**src/rtl/register_bank.sv**
```systemverilog
`default_nettype none
// ============================================================================
// Module   : register_bank
// Purpose  : Bank of DEPTH Z80-writable registers, WIDTH bits each.
//            Edge-detected write/read strobes, read-modify-write modes
//            (load / set / clear / toggle), registered readback and
//            sticky per-register "changed" flags.
//            Optional feature macro: REGISTER_BANK_CHANGE_FLAGS_EN
//            (defined: changed/changed_ack active; undefined: changed = 0).
// Revision : 1.0 - initial release
// ============================================================================
module register_bank #(
    parameter int WIDTH  = 8,
    parameter int DEPTH  = 4,
    parameter int ADDR_W = 2
) (
    input  logic                   clk,
    input  logic                   reset,
    input  logic                   write_strobe,
    input  logic                   read_strobe,
    input  logic [ADDR_W-1:0]      addr,
    input  logic [1:0]             mode,
    input  logic [WIDTH-1:0]       data_in,
    output logic [WIDTH-1:0]       read_data,
    output logic [WIDTH*DEPTH-1:0] contents,
    output logic [DEPTH-1:0]       changed,
    input  logic [DEPTH-1:0]       changed_ack
);

    localparam logic [1:0] c_MODE_LOAD  = 2'b00;
    localparam logic [1:0] c_MODE_SET   = 2'b01;
    localparam logic [1:0] c_MODE_CLEAR = 2'b10;
    localparam logic [1:0] c_MODE_TOGGLE = 2'b11;

    logic [WIDTH-1:0] r_regs [DEPTH];
    logic             r_ws_prev;
    logic             r_rs_prev;
    logic [WIDTH-1:0] r_read_data;

    logic             w_write_fire;
    logic             w_read_fire;
    logic [WIDTH-1:0] w_sel_val;
    logic [WIDTH-1:0] w_new_val;

    assign w_write_fire = write_strobe & ~r_ws_prev;
    assign w_read_fire  = read_strobe  & ~r_rs_prev;

    // Previous-strobe samples; forced high in reset so a strobe held across
    // reset release is not mistaken for a fresh rising edge.
    always_ff @(posedge clk) begin
        if (reset) begin
            r_ws_prev <= 1'b1;
            r_rs_prev <= 1'b1;
        end else begin
            r_ws_prev <= write_strobe;
            r_rs_prev <= read_strobe;
        end
    end

    // Currently addressed register value; zero for unmapped addresses.
    always_comb begin
        w_sel_val = '0;
        for (int i = 0; i < DEPTH; i++) begin
            if (addr == ADDR_W'(i)) begin
                w_sel_val = r_regs[i];
            end
        end
    end

    // Read-modify-write result for the addressed register.
    always_comb begin
        w_new_val = data_in;
        case (mode)
            c_MODE_LOAD:   w_new_val = data_in;
            c_MODE_SET:    w_new_val = w_sel_val | data_in;
            c_MODE_CLEAR:  w_new_val = w_sel_val & ~data_in;
            c_MODE_TOGGLE: w_new_val = w_sel_val ^ data_in;
            default:       w_new_val = data_in;
        endcase
    end

    // Register storage: only the addressed register updates on a write fire.
    always_ff @(posedge clk) begin
        if (reset) begin
            for (int i = 0; i < DEPTH; i++) begin
                r_regs[i] <= '0;
            end
        end else if (w_write_fire) begin
            for (int i = 0; i < DEPTH; i++) begin
                if (addr == ADDR_W'(i)) begin
                    r_regs[i] <= w_new_val;
                end
            end
        end
    end

    // Readback captures the pre-write value, so a same-cycle write is not seen.
    always_ff @(posedge clk) begin
        if (reset) begin
            r_read_data <= '0;
        end else if (w_read_fire) begin
            r_read_data <= w_sel_val;
        end
    end

    assign read_data = r_read_data;

    generate
        for (genvar g = 0; g < DEPTH; g++) begin : g_flat
            assign contents[g*WIDTH +: WIDTH] = r_regs[g];
        end
    endgenerate

`ifdef REGISTER_BANK_CHANGE_FLAGS_EN
    logic [DEPTH-1:0] r_changed;

    // Sticky changed flags: a value-altering write sets, ack clears, set wins.
    always_ff @(posedge clk) begin
        if (reset) begin
            r_changed <= '0;
        end else begin
            for (int i = 0; i < DEPTH; i++) begin
                if (w_write_fire && (addr == ADDR_W'(i)) && (w_new_val != r_regs[i])) begin
                    r_changed[i] <= 1'b1;
                end else if (changed_ack[i]) begin
                    r_changed[i] <= 1'b0;
                end
            end
        end
    end

    assign changed = r_changed;
`else
    // Flag logic absent: acknowledge input is intentionally left unconsumed.
    logic w_unused_ack;
    assign w_unused_ack = ^changed_ack;
    assign changed      = '0;
`endif

endmodule
`default_nettype wire

```
**config.mk**
```make
export PLATFORM = sky130hd
export DESIGN_NAME = register_bank
export DESIGN_NICKNAME = d
export VERILOG_FILES = /design/src/rtl/register_bank.sv
export SDC_FILE = /design/constraint.sdc
export NUM_CORES = 1
export LEC_CHECK = 0
export BUFFER_PORTS_ARGS = -buffer_cell sky130_fd_sc_hd__buf_2
export CORE_UTILIZATION = 57
export DETAILED_ROUTE_END_ITERATION = 12
export PLACE_DENSITY = 0.86
export SLEW_MARGIN = 20
export SYNTH_ARGS = -nofsm -noshare
export SYNTH_HDL_FRONTEND = slang
export SYNTH_SLANG_ARGS = --single-unit
export TNS_END_PERCENT = 50
```
**constraint.sdc**
```tcl
create_clock -name clk -period 2.8 [get_ports clk]
set_input_delay 0.28 -clock clk [delete_from_list [all_inputs] [get_ports clk]]
set_output_delay 0.28 -clock clk [all_outputs]
set_load 0.05 [all_outputs]
```
==> out/results.tsv <==
metric	value	unit
dpl ws	0.396	ns
H-tree Lvls	2	
top cells by area, synth	edfxtp_1 (40%), dfxtp_1 (8.4%), ha_1 (8.4%)	
Synth top area share	40.1	%
largest net degree at the start of global routing	32	
postcts setup bufs	0	
delay-heaviest family, CP	multiplexers	
mapped cell area	2400	um^2
WP buf/inv	1	
combinational share of power	21.7	%
switching power	0.000416	W
# port buffers	55	
crit end category	register	
ant diodes	0	
Final WS setup	0.658	ns
CP required	2.94	ns
DR iter-0 viols	126	
Syn Area/Cell	11.4	um^2
final non-filler cell total	315	
CTS tree	yes	
GPL Wtd Cong	0.813	
Mapped Cells	211	
outcome	finished clean	
row count	23	
sequential-to-total area share from yosys stat	48.5	%
CP Cell Sequence	buf_2, mux2i_1, nand2_1, o21a_1, ha_1, mux4_2, nor2_1	
slew at the pin with the worst max-slew slack	0.647	ns
FF-to-FF Start	r_regs[3][7]$_SDFFCE_PN0P_	
DR WL/cell	15.7	um
Tmin final	2.14	ns
hold endpoint	r_ws_prev$_SDFF_PP1_	
Die ar.	4470	um^2
drt first pass iters	4	
Area after DPL	2670	um^2
maximum vdd drop	260	uV
# clock sinks	42	
first-pass GRT wire length	7500	um
Hold Fails Final Rpt	0	
vias per cell	5.54	
starting density of the core	59.5	%
R2R setup slack	0.76	ns
most frequent cells in the layout	buf_2 (55), nor2_1 (41), edfxtp_1 (32)	
most common cell after layout, fill and taps aside	buf_2	
Die Y	66.8	um
fmax	0.467	GHz
crit path DAT	2.28	ns
post-CTS sizing	0	
initial antenna violation count	0	
final setup fails	0	
drt drc	0	
Yosys cell types	28	
Layout area overhead	14.6	%
R2R cell count	6	
vias post-DR	1744	
Root Driver	clkbuf_8	
unrepaired setup endpoints after global routing	false	
slowest cell on the critical path	mux4_2	
DP HPWL	3670	um
Final ANT Viol Nets	0	
setup TNS	0	ns
Max Clock Skew	0.00717	ns
nets	300	
Max Slew Vio Count	0	
sequential share of power	51.4	%
Switching Fraction	30.3	%
Clock Tree Buf Depth	2	
CTS Buf Count	5	
Worst path max stage delay	0.53	ns
synth warn	0	
# fillers	315	
final non-filler cell area	2750	um^2
fraction of layout cells with a size suffix above 1	32.1	%
Cell Int Power	0.000957	W
Hold Path Origin	write_strobe	
# IOs	64	
Inst Count DP	307	
flops & latches, synth	42	
Hold WS	0.200	ns
worst-path fanout max	17	
Synth area leader	edfxtp_1	
PwrDens	500	nW/um^2
leak pwr	1.31	nW
WL final	4950	um
MaxCap Viol Count	0	
Hold WC Path Type	primary input to register	
Clock Power Share	26.9	%
Worst Hold Depth	2	
worst rel slew slack	56.9	%
clock-pin transition on the worst setup and hold timing paths	0.07	ns
Clock Latency Late Sink	0.29	ns
global route total overflow	0	
Die X	66.8	um
FF-to-FF End	r_regs[2][7]$_SDFFCE_PN0P_	
final worst-path cycle share	76.5	%
core area	4030	um^2
Startpoint Class	primary input	
critical path class	primary input to register	
Total GRT Usage	23.8	%
post-cts hold buffer count	0	
vias in the first global route	1566	
-- per-stage QoR --
step | total power, W | utilization (%)
after CTS | 0.00137 | 68.2
after detailed placement | 0.00102 | 66.1
after floorplan | 0.000954 | -
after global routing | 0.00142 | 68.2
final | 0.00137 | 68.2
after global placement | 0.00101 | 66.1
-- state kept, by name (all words and copies together), names as in the netlist --
register / cells
r_regs: 32
r_rs_prev: 1
r_ws_prev: 1
read_data: 8
-- worst max-delay path by stage --
stage	from	depth (start not counted)	endpoint	slack (ns)
after floorplan	r_regs[1][4]$_SDFFCE_PN0P_	5	r_regs[3][4]$_SDFFCE_PN0P_	0.67
after CTS	addr[0]	7	r_regs[2][7]$_SDFFCE_PN0P_	0.70
after global placement	addr[0]	7	r_regs[3][1]$_SDFFCE_PN0P_	0.47
after detailed placement	addr[0]	7	r_regs[1][7]$_SDFFCE_PN0P_	0.40
after global routing	addr[0]	7	r_regs[1][1]$_SDFFCE_PN0P_	0.58
final	addr[0]	7	r_regs[2][7]$_SDFFCE_PN0P_	0.66
-- cells in the mapped netlist --
library cell and instances:
a211o_1 8, a21o_2 3, a21oi_1 1, a31o_2 1, buf_1 1, buf_2 4
buf_4 5, buf_6 2, clkbuf_1 1, conb_1 1, dfxtp_1 10, edfxtp_1 32
ha_1 16, inv_1 17, mux2_1 1, mux2_2 7, mux2i_1 8, mux4_2 8
nand2_1 11, nand3_1 1, nand4bb_1 1, nor2_1 41, nor2b_1 11, nor3b_2 1
o21a_1 8, o21ai_0 8, or2_2 2, or4b_4 1
-- worst register-to-register path, stage by stage, from the launching register on --
cell	delay [ns]
edfxtp_1	0.39
mux2i_1	0.29
nand2_1	0.13
o21a_1	0.15
ha_1	0.26
mux4_2	0.53
nor2_1	0.13
-- routing by layer --
layer | vias to the layer above | global-route usage (%) | part of all wire (%)
met3 | 14 | 5.14 | 7.1
met4 | 0 | 10.4 | 2.6
met1 | 825 | 30.3 | 41
li1 | 836 | - | -
met5 | - | 0 | 0
met2 | 69 | 38.9 | 49
-- kinds of logic after synthesis --
| family | count (synthesis) | share of synthesized area [%] |
|---|---|---|
| AO/OA/AOI/OAI | 29 | 8.77 |
| multiplexers | 24 | 14.6 |
| buffers and inverters | 30 | 6.32 |
| adder cells (fa/ha/maj) | 16 | 8.36 |
| AND/OR/NAND/NOR | 69 | 13.3 |
| flip-flops | 42 | 48.5 |
| other | 1 | 0.157 |
-- final cells by class --
cell class                      count  area (um^2)  area share [%]
Multi-Input combinational cell    142         1090            39.9
Clock inverter                      2         8.76           0.319
Sequential cell                    42         1160            42.3
Clock buffer                        6         72.6            2.64
Timing Repair Buffer               56          283            10.3
Inverter                           17         63.8            2.32
Tap cell                           50         62.6            2.28
-- power by group through the flow --
stage | Sequential [W] | Clock, W | Combinational [W]
after floorplan | 0.000805 | 0 | 0.000149
after global placement | 0.000719 | 0 | 0.000287
after detailed placement | 0.000721 | 0 | 0.000296
after CTS | 0.000707 | 0.000369 | 0.000298
after global routing | 0.000709 | 0.000394 | 0.000319
final | 0.000706 | 0.000369 | 0.000298
(Power assumes the default switching activity.)
